--- src/rtl/nios_system_oci_trace_monitor_if.sv ---
// Valid/ready drain stream carrying captured trace entries {dct_count, dct_buffer}.
// The monitor drives it as master; the trace consumer attaches as slave.
interface nios_system_oci_trace_monitor_if #(
  parameter int BUF_W = 30,
  parameter int CNT_W = 4
);
  logic                   out_valid;
  logic                   out_ready;
  logic [CNT_W+BUF_W-1:0] out_data;

  modport master (output out_valid, output out_data, input out_ready);
  modport slave  (input out_valid, input out_data, output out_ready);
endinterface

--- src/rtl/nios_system_oci_trace_monitor.sv ---
// OCI debug-trace capture: first-word fall-through FIFO of {dct_count, dct_buffer} with
// saturating overflow counter, drained over valid/ready and sequenced IDLE/RUN/DRAIN/DONE.
module nios_system_oci_trace_monitor #(
  parameter int BUF_W  = 30,
  parameter int CNT_W  = 4,
  parameter int DEPTH  = 16,
  parameter int ADDR_W = 4,
  parameter int OVF_W  = 16
) (
  input  logic                clk,
  input  logic                reset_n,
  input  logic                arm,
  input  logic                clear,
  input  logic                dct_valid,
  input  logic [BUF_W-1:0]    dct_buffer,
  input  logic [CNT_W-1:0]    dct_count,
  input  logic                test_ending,
  input  logic                test_has_ended,
  nios_system_oci_trace_monitor_if.master drain,
  output logic [ADDR_W:0]     fifo_level,
  output logic [OVF_W-1:0]    overflow_count,
  output logic                test_done,
  output logic [1:0]          state_o
);

  localparam int DATA_W = CNT_W + BUF_W;
  localparam int LVL_W  = ADDR_W + 1;

  typedef enum logic [1:0] {
    IDLE  = 2'd0,
    RUN   = 2'd1,
    DRAIN = 2'd2,
    DONE  = 2'd3
  } state_t;

  state_t              state_r;
  state_t              state_nxt_s;
  logic [DATA_W-1:0]   mem_r [DEPTH];
  logic [ADDR_W-1:0]   wr_ptr_r;
  logic [ADDR_W-1:0]   rd_ptr_r;
  logic [ADDR_W-1:0]   wr_ptr_nxt_s;
  logic [ADDR_W-1:0]   rd_ptr_nxt_s;
  logic [LVL_W-1:0]    level_r;
  logic [LVL_W-1:0]    level_nxt_s;
  logic [OVF_W-1:0]    ovf_r;
  logic                done_r;
  logic                valid_r;
  logic                valid_nxt_s;
  logic                active_s;
  logic                push_req_s;
  logic                push_s;
  logic                pop_s;
  logic                full_s;
  logic                ovf_inc_s;
  logic                flush_s;

  // Handshake decode, next state and next FIFO bookkeeping.
  always_comb begin
    active_s    = (state_r == RUN) || (state_r == DRAIN);
    push_req_s  = dct_valid && (state_r == RUN) && (dct_count != {CNT_W{1'b0}});
    pop_s       = valid_r && drain.out_ready;
    full_s      = (level_r == LVL_W'(DEPTH));
    push_s      = push_req_s && (!full_s || pop_s);
    ovf_inc_s   = push_req_s && full_s && !pop_s;
    // Forced end discards whatever is still queued.
    flush_s     = test_has_ended && active_s;
    state_nxt_s = state_r;

    case (state_r)
      IDLE: begin
        if (arm) state_nxt_s = RUN;
        else     state_nxt_s = IDLE;
      end
      RUN: begin
        if (test_has_ended)   state_nxt_s = DONE;
        else if (test_ending) state_nxt_s = DRAIN;
        else                  state_nxt_s = RUN;
      end
      DRAIN: begin
        if (test_has_ended)                                          state_nxt_s = DONE;
        else if ((level_r == LVL_W'(0)) || ((level_r == LVL_W'(1)) && pop_s)) state_nxt_s = DONE;
        else                                                         state_nxt_s = DRAIN;
      end
      DONE:    state_nxt_s = DONE;
      default: state_nxt_s = IDLE;
    endcase

    if (flush_s) begin
      wr_ptr_nxt_s = {ADDR_W{1'b0}};
      rd_ptr_nxt_s = {ADDR_W{1'b0}};
      level_nxt_s  = {LVL_W{1'b0}};
    end else begin
      wr_ptr_nxt_s = push_s ? wr_ptr_r + ADDR_W'(1) : wr_ptr_r;
      rd_ptr_nxt_s = pop_s  ? rd_ptr_r + ADDR_W'(1) : rd_ptr_r;
      if (push_s && !pop_s)      level_nxt_s = level_r + LVL_W'(1);
      else if (pop_s && !push_s) level_nxt_s = level_r - LVL_W'(1);
      else                       level_nxt_s = level_r;
    end

    valid_nxt_s = (level_nxt_s != {LVL_W{1'b0}}) &&
                  ((state_nxt_s == RUN) || (state_nxt_s == DRAIN));
  end

  // Control state, pointers, occupancy and overflow counter.
  always_ff @(posedge clk or negedge reset_n) begin
    if (!reset_n) begin
      state_r  <= IDLE;
      wr_ptr_r <= {ADDR_W{1'b0}};
      rd_ptr_r <= {ADDR_W{1'b0}};
      level_r  <= {LVL_W{1'b0}};
      ovf_r    <= {OVF_W{1'b0}};
      done_r   <= 1'b0;
      valid_r  <= 1'b0;
    end else if (clear) begin
      state_r  <= IDLE;
      wr_ptr_r <= {ADDR_W{1'b0}};
      rd_ptr_r <= {ADDR_W{1'b0}};
      level_r  <= {LVL_W{1'b0}};
      ovf_r    <= {OVF_W{1'b0}};
      done_r   <= 1'b0;
      valid_r  <= 1'b0;
    end else begin
      state_r  <= state_nxt_s;
      wr_ptr_r <= wr_ptr_nxt_s;
      rd_ptr_r <= rd_ptr_nxt_s;
      level_r  <= level_nxt_s;
      done_r   <= (state_nxt_s == DONE);
      valid_r  <= valid_nxt_s;
      if (ovf_inc_s && (ovf_r != {OVF_W{1'b1}})) ovf_r <= ovf_r + OVF_W'(1);
      else                                       ovf_r <= ovf_r;
    end
  end

  // Storage array; contents are only meaningful between rd_ptr and wr_ptr.
  always_ff @(posedge clk) begin
    if (push_s && !clear) mem_r[wr_ptr_r] <= {dct_count, dct_buffer};
    else                  mem_r[wr_ptr_r] <= mem_r[wr_ptr_r];
  end

  assign drain.out_valid = valid_r;
  assign drain.out_data  = valid_r ? mem_r[rd_ptr_r] : {DATA_W{1'b0}};
  assign fifo_level      = level_r;
  assign overflow_count  = ovf_r;
  assign test_done       = done_r;
  assign state_o         = state_r;

endmodule

--- src/flat_wrapper.sv ---
// flat-port wrapper written by rule: the top's interface ports become plain ports
module nios_system_oci_trace_monitor_flat 
#(
  parameter int BUF_W  = 30,
  parameter int CNT_W  = 4,
  parameter int DEPTH  = 16,
  parameter int ADDR_W = 4,
  parameter int OVF_W  = 16
)
  (clk, reset_n, arm, clear, dct_valid, dct_buffer, dct_count, test_ending, test_has_ended, fifo_level, overflow_count, test_done, state_o, drain_out_valid, drain_out_data, drain_out_ready);
  nios_system_oci_trace_monitor_if #(.BUF_W(BUF_W), .CNT_W(CNT_W)) drain_i ();
  input  logic clk;
  input  logic reset_n;
  input  logic arm;
  input  logic clear;
  input  logic dct_valid;
  input  logic [BUF_W-1:0] dct_buffer;
  input  logic [CNT_W-1:0] dct_count;
  input  logic test_ending;
  input  logic test_has_ended;
  output logic [ADDR_W:0] fifo_level;
  output logic [OVF_W-1:0] overflow_count;
  output logic test_done;
  output logic [1:0] state_o;
  output wire logic [$bits(drain_i.out_valid)-1:0] drain_out_valid;
  output wire logic [$bits(drain_i.out_data)-1:0] drain_out_data;
  input wire logic [$bits(drain_i.out_ready)-1:0] drain_out_ready;
  assign drain_out_valid = drain_i.out_valid;
  assign drain_out_data = drain_i.out_data;
  assign drain_i.out_ready = drain_out_ready;
  nios_system_oci_trace_monitor #(.BUF_W(BUF_W), .CNT_W(CNT_W), .DEPTH(DEPTH), .ADDR_W(ADDR_W), .OVF_W(OVF_W)) u_core (.clk(clk), .reset_n(reset_n), .arm(arm), .clear(clear), .dct_valid(dct_valid), .dct_buffer(dct_buffer), .dct_count(dct_count), .test_ending(test_ending), .test_has_ended(test_has_ended), .drain(drain_i), .fifo_level(fifo_level), .overflow_count(overflow_count), .test_done(test_done), .state_o(state_o));
endmodule
--- config.mk ---
export PLATFORM = sky130hd
export DESIGN_NAME = nios_system_oci_trace_monitor_flat
export DESIGN_NICKNAME = d
export VERILOG_FILES = /design/src/rtl/nios_system_oci_trace_monitor_if.sv /design/src/rtl/nios_system_oci_trace_monitor.sv /design/src/flat_wrapper.sv
export SDC_FILE = /design/constraint.sdc
export NUM_CORES = 1
export LEC_CHECK = 0
export ABC_AREA = 1
export BUFFER_PORTS_ARGS = -buffer_cell sky130_fd_sc_hd__buf_2
export CAP_MARGIN = 20
export CORE_MARGIN = 10
export CORE_UTILIZATION = 45
export DETAILED_ROUTE_END_ITERATION = 8
export PLACE_DENSITY = 0.67
export SKIP_CTS_REPAIR_TIMING = 1
export SLEW_MARGIN = 20
export SYNTH_ARGS = -nofsm -noshare
export SYNTH_HDL_FRONTEND = slang
export SYNTH_SLANG_ARGS = --single-unit
export TNS_END_PERCENT = 5
--- constraint.sdc ---
create_clock -name clk -period 6.01 [get_ports clk]
set_input_delay 0.9015 -clock clk [delete_from_list [all_inputs] [get_ports clk]]
set_output_delay 0.9015 -clock clk [all_outputs]
set_load 0.005 [all_outputs]
# Word-level counts from Yosys, hierarchy flattened
# Memory sizes are Yosys's and may differ from the RTL's.
# Index checks and enable logic that the tools add are counted.
[word_totals]
regBits = 33
latchBits = 0
mem_bits_rw = 544
romBits = 0
in_bits = 42
out_inout_bits = 59
wordCells = 79
n_memories = 1
[mem_list]
columns = ["name", "words", "width", "rd", "rd_clocked_by_memory_dff", "write_ports", "line_no", "source"]
rows = [
  ["u_core.mem_r", 16, 34, 1, 0, 1, "nios_system_oci_trace_monitor.sv:38", "logic [DATA_W-1:0] mem_r [DEPTH];"],
]
[classes]
n_addsub = 5
n_mul = 0
n_div = 0
magnitude_cmp = 0
n_eq_ne = 10
n_shift = 0
muxes = 26
bitwise = 1
reduce_logical = 29
[op_table]
columns = ["cell", "n"]
rows = [
  ["34-bit 2-to-1 mux", 2],
  ["16-bit 2-to-1 mux", 2],
  ["4-bit 2-to-1 mux", 6],
  ["5-bit 2-to-1 mux", 4],
  ["16-bit by 1-bit adder with 16-bit output (second input constant)", 1],
  ["16-bit != test (second input constant)", 1],
  ["1-bit logical AND", 13],
  ["4-bit by 1-bit adder with 4-bit output (second input constant)", 2],
  ["2-bit equality test (second input constant)", 4],
  ["2-bit 2-to-1 mux", 4],
  ["2-bit case mux with 4 select lines", 1],
  ["1-bit 2-to-1 mux", 7],
  ["3-bit nonzero test", 2],
  ["5-bit by 1-bit adder with 5-bit output (second input constant)", 1],
  ["5-bit by 1-bit equality test with 1-bit output (second input constant)", 1],
  ["5-bit equality test (second input constant)", 1],
  ["5-bit logical NOT", 1],
  ["5-bit nonzero test", 1],
  ["5-bit by 1-bit subtractor with 5-bit output (second input constant)", 1],
  ["2-bit by 1-bit equality test with 1-bit output (second input constant)", 2],
  ["1-bit logical NOT", 4],
  ["1-bit logical OR", 4],
  ["4-bit nonzero test", 1],
  ["2-bit logical NOT", 1],
  ["other kinds (4)", 4],
]

# Depth between registers and ports, before layout
[logic_depth]
word_depth = 12
depth_mapped = 14
mapped_depth_nobuf = 14

# Worst setup path before layout
# Ideal clock, no wire load.
[synth_path]
path_kind = "input to register"
from = "input port drain_out_ready"
to = "memory u_core.mem_r[11][0] in the netlist's numbering, enable pin"
t_arrival_ps = 2961
t_required_ps = 5585
slack_ps = 2624
path_stages = 6
path_cell_list = "nand2_2 -> nand4_4 -> nand3_1 -> inv_1 -> nand2_1 -> nor2_1"
[synth_between]
elab_chain_cells = 7
elab_cells_between_ends = 9
cone_classes = "mux: 3; bitwise: 1; reduce/logical: 5"
[synth_rtl]
columns = ["element", "line_no", "source"]
rows = [
  ["from (decl)", "flat_wrapper.sv:27", "input wire logic [$bits(drain_i.out_ready)-1:0] drain_out_ready;"],
  ["1-bit logical AND *", "nios_system_oci_trace_monitor.sv:61", "pop_s = valid_r && drain.out_ready;"],
  ["1-bit logical OR *", "nios_system_oci_trace_monitor.sv:63", "push_s = push_req_s && (!full_s || pop_s);"],
  ["1-bit logical AND *", "nios_system_oci_trace_monitor.sv:63", ""],
  ["1-bit logical AND *", "nios_system_oci_trace_monitor.sv:136", "if (push_s && !clear) mem_r[wr_ptr_r] <= {dct_count, dct_buffer};"],
  ["1-bit 2-to-1 mux, on equally long branches", "nios_system_oci_trace_monitor.sv:136, nios_system_oci_trace_monitor.sv:137", ""],
  ["1-bit 2-to-1 mux (implied by the code) or 2-bit AND reduction (tied branches)", "--", ""],
  ["1-bit OR (no source line) *", "--", ""],
  ["to (decl)", "nios_system_oci_trace_monitor.sv:38", ""],
]
# Mark *: on every way between the ends. The rest lies on a longest branch, timed or not.

# Worst setup path in the final report
[layout_path]
from = "register u_core.rd_ptr_r[1]"
to = "output port drain_out_data[18]"
[layout_between]
elab_chain_cells = 2
[layout_rtl]
columns = ["element", "line_no", "source"]
rows = [
  ["from (decl)", "nios_system_oci_trace_monitor.sv:40", "logic [ADDR_W-1:0] rd_ptr_r;"],
  ["from (signal assigned)", "nios_system_oci_trace_monitor.sv:109", "rd_ptr_r <= {ADDR_W{1'b0}};"],
  ["from (signal assigned)", "nios_system_oci_trace_monitor.sv:117", "rd_ptr_r <= {ADDR_W{1'b0}};"],
  ["from (signal assigned)", "nios_system_oci_trace_monitor.sv:125", "rd_ptr_r <= rd_ptr_nxt_s;"],
  ["memory 16 x 34 bit", "--", ""],
  ["34-bit 2-to-1 mux", "nios_system_oci_trace_monitor.sv:141", "assign drain.out_data = valid_r ? mem_r[rd_ptr_r] : {DATA_W{1'b0}};"],
  ["to (decl)", "flat_wrapper.sv:26", "output wire logic [$bits(drain_i.out_data)-1:0] drain_out_data;"],
]
# No other way between the ends.

==> reports/metrics.csv <==
stage,metric,value,unit
placement,area post-placement,24400,um^2
route,drt drc,0,
placement,Final HPWL DP,29800,um
synth,synthesized flop and latch total,577,
route,DR WL/cell,22.9,um
setup_path,critical-path maximum fanout,81,
cells_and_area,area delta synth->final,13.3,%
clock_tree,CTS Buf Count,58,
die,Starting Density,0.453,
route,Via density,5.90,
synth,most numerous cell in the Yosys netlist,edfxtp_1,
sta,clock skew,0.0230,ns
synth,Netlist cell types,42,
route,drt total wl,58100,um
die,DIE AREA,60900,um^2
clock_tree,TritonCTS Sinks,577,
synth,Yosys Warn Count,0,
sta,final worst setup slack,1.58,ns
setup_path,delay of the slowest critical-path stage,0.82,ns
sta,RSZ-0062 raised after global routing,no,
cells_and_area,nets@finish,1866,
sta,Fin Hold WS,0.373,ns
sta,worst slew pin tran,1.33,ns
power,"IR drop worst, VDD",0.210,mV
route,via count,15000,
global_routing,vias in the first global route,14600,
cells_and_area,Multi-input gate area,5440,um^2
die,core box area,51100,um^2
cells_and_area,post-route cell area,26200,um^2
clock_tree,CTS tree,built,
clock_tree,clk root buf,clkbuf_16,
placement,pre-CTS setup slack,2.25,ns
placement,routability cong.,0.801,
cells_and_area,register area,17200,um^2
placement,IO buf count,100,
setup_path,Crit. End Element,primary output,
clock_tree,clock tree buffer depth,3,
synth,mapped cell area,23200,um^2
synth,Mapped Avg Cell Area,13.3,um^2
route,antenna-violating nets left,0,
global_routing,largest net degree at the start of global routing,274,
synth,syn_nets,1795,
global_routing,first-pass GRT wire length,87800,um
sta,setup TNS,0,ns
global_routing,initial antenna violation count,8,
setup_path,worst path cell trace,buf_4 > buf_4 > o21ai_0 > o221ai_1 > nand3_1 > a21oi_1 > buf_2,
setup_path,data required time of the worst path,5.11,ns
run,Max Cap Viol,0,
global_routing,All-Layer GR Usage,0.187,
synth,asr flop ratio synth,0.0572,
global_routing,GRT overflow,0,
die,DIE WIDTH,247,um
synth,leading post-synthesis cells by cell area,"edfxtp_1, o21ai_0, nor2_1",
setup_path,"Slowest-stage cell, CP",buf_4,
power,PD cells,325,nW/um^2
power,leakage,8.69,nW
synth,cell count after synthesis,1738,
sta,final setup vio count,0,
sta,Tcrit/Tclk final,0.737,
sta,min cycle time layout,4.43,ns
hold_path,worst hold path type,input pin to asynchronous set/reset pin,
setup_path,WP data arrival,3.53,ns
cells_and_area,share of layout cells above drive strength 1,0.139,
clock_tree,number of H-tree levels,2,
sta,Worst slew margin,0.116,
setup_path,crit-path most repeated cell,buf_4,
die,# rows,83,
die,Die Height,247,um
setup_path,critical path type,register to primary output,
sta,fmax,226,MHz
status,outcome,finished clean,
synth,Post-synth EDFFs,544,
synth,sequential-to-total area share from yosys stat,0.741,
sta,Fin. Hold Viols,0,
setup_path,Startpoint Class,register,
clock_tree,Worst-Skew Late Latency,0.61,ns
clock_tree,Worst-path clk slew,0.06,ns
synth,top post-synthesis cells by count,"edfxtp_1, nor2_1, o21ai_0",
synth,dominant synthesized flop cell,edfxtp_1,
die,boundary pin count,101,
synth,Synth top area share,0.705,
synth,largest area contributor in the netlist,edfxtp_1,
route,drt initial violations,1776,
sta,fin. max-slew vios,0,
route,Pre-antenna DRT Iters,5,
cells_and_area,layout filler cell count,4259,
-- stage by stage --
stage / instances / util / total power, mW
finish: 2540 / 0.513 / 8.54
global route: 2539 / 0.513 / 8.82
CTS: 2535 / 0.512 / 8.59
detailed placement: 2427 / 0.477 / 5.17
global placement: 2427 / 0.477 / 5.16
floorplan: 1738 / - / 4.92
-- power by group --
group / internal (mW) / switching (mW) / leakage (nW)
clock: 1.95 / 1.49 / 0.895
sequential: 4.41 / 0.0176 / 5.34
combinational: 0.190 / 0.474 / 2.45
total: 6.55 / 1.98 / 8.69
-- sequential cells by signal (all words and copies together) (netlist names) --
name	flops
u_core.mem_r	544
u_core.test_done	1
u_core.state_o	2
u_core.wr_ptr_r	4
u_core.fifo_level	5
u_core.overflow_count	16
u_core.rd_ptr_r	4
u_core.drain.out_valid	1
-- final timing paths --
kind	end	slack, ns	startpoint	depth (start not counted)
worst max register to register	u_core.mem_r[13][13]	2.75	u_core.fifo_level[0]	8
max in group asynchronous	u_core.rd_ptr_r[1]	5.07	reset_n	1
min in group clk	u_core.overflow_count[3]	0.57	u_core.overflow_count[3]	1
worst min register to register	u_core.overflow_count[3]	0.57	u_core.overflow_count[3]	1
worst min-delay path	u_core.fifo_level[0]	0.37	reset_n	1
worst max-delay path	drain_out_data[18]	1.58	u_core.rd_ptr_r[1]	7
-- placed cells by master, fill, tap and decap left out, types with 3 or more instances in the layout --
cell	count
o221ai_1	102
inv_6	4
buf_12	4
buf_4	25
xor2_1	4
o21ai_0	264
o22ai_1	34
a21oi_1	51
nor2_1	302
clkinv_1	13
nand3_1	61
diode_2	3
nor2_4	21
inv_2	4
clkbuf_16	59
ha_1	15
o211ai_1	35
bufinv_16	3
edfxtp_1	544
nand4_1	3
nand2_1	55
clkinvlp_4	3
nor3_1	8
clkbuf_1	9
clkinv_2	16
inv_1	34
o21ai_1	24
buf_2	100
dfrtp_1	29
dfrtp_4	3
-- cell type report --
class | count | share of cell area
diodes | 3 | 0.000286
well taps | 680 | 0.0324
clock buffers | 70 | 0.0586
multi-input cells | 1001 | 0.208
repair buffers | 129 | 0.0293
clock inverters | 38 | 0.0107
inverters | 42 | 0.00639
flip-flops and latches | 577 | 0.655
-- critical path: cells and delay by family, from the launching register on --
family,cells,cell delay (ns)
and+or+nand+nor,1,0.11
AOI/OAI and AO/OA,3,0.82
buffers and inverters,3,1.55
DFF,1,0.41
-- metal layers --
layer / track usage / vias to the layer above / wire, um
met3: 0.0405 / 123 / 4810
met4: 0.0707 / 10 / 1690
met2: 0.291 / 654 / 26900
li1: - / 6720 / -
met5: 0 / - / 64
met1: 0.256 / 7470 / 24700
-- logic make-up (layout without fill, tap and decap cells) --
logic type / count (synthesis) / after routing / synth area share
adder cells (fa/ha/maj): 15 / 15 / 0.00810
AO/OA/AOI/OAI: 515 / 515 / 0.134
other: 0 / 3 / 0
buffers and inverters: 160 / 279 / 0.0291
AND/OR/NAND/NOR: 466 / 466 / 0.0860
XOR/XNOR: 5 / 5 / 0.00189
flip-flops: 577 / 577 / 0.741
Note: power is estimated with default switching activity, not from simulation.
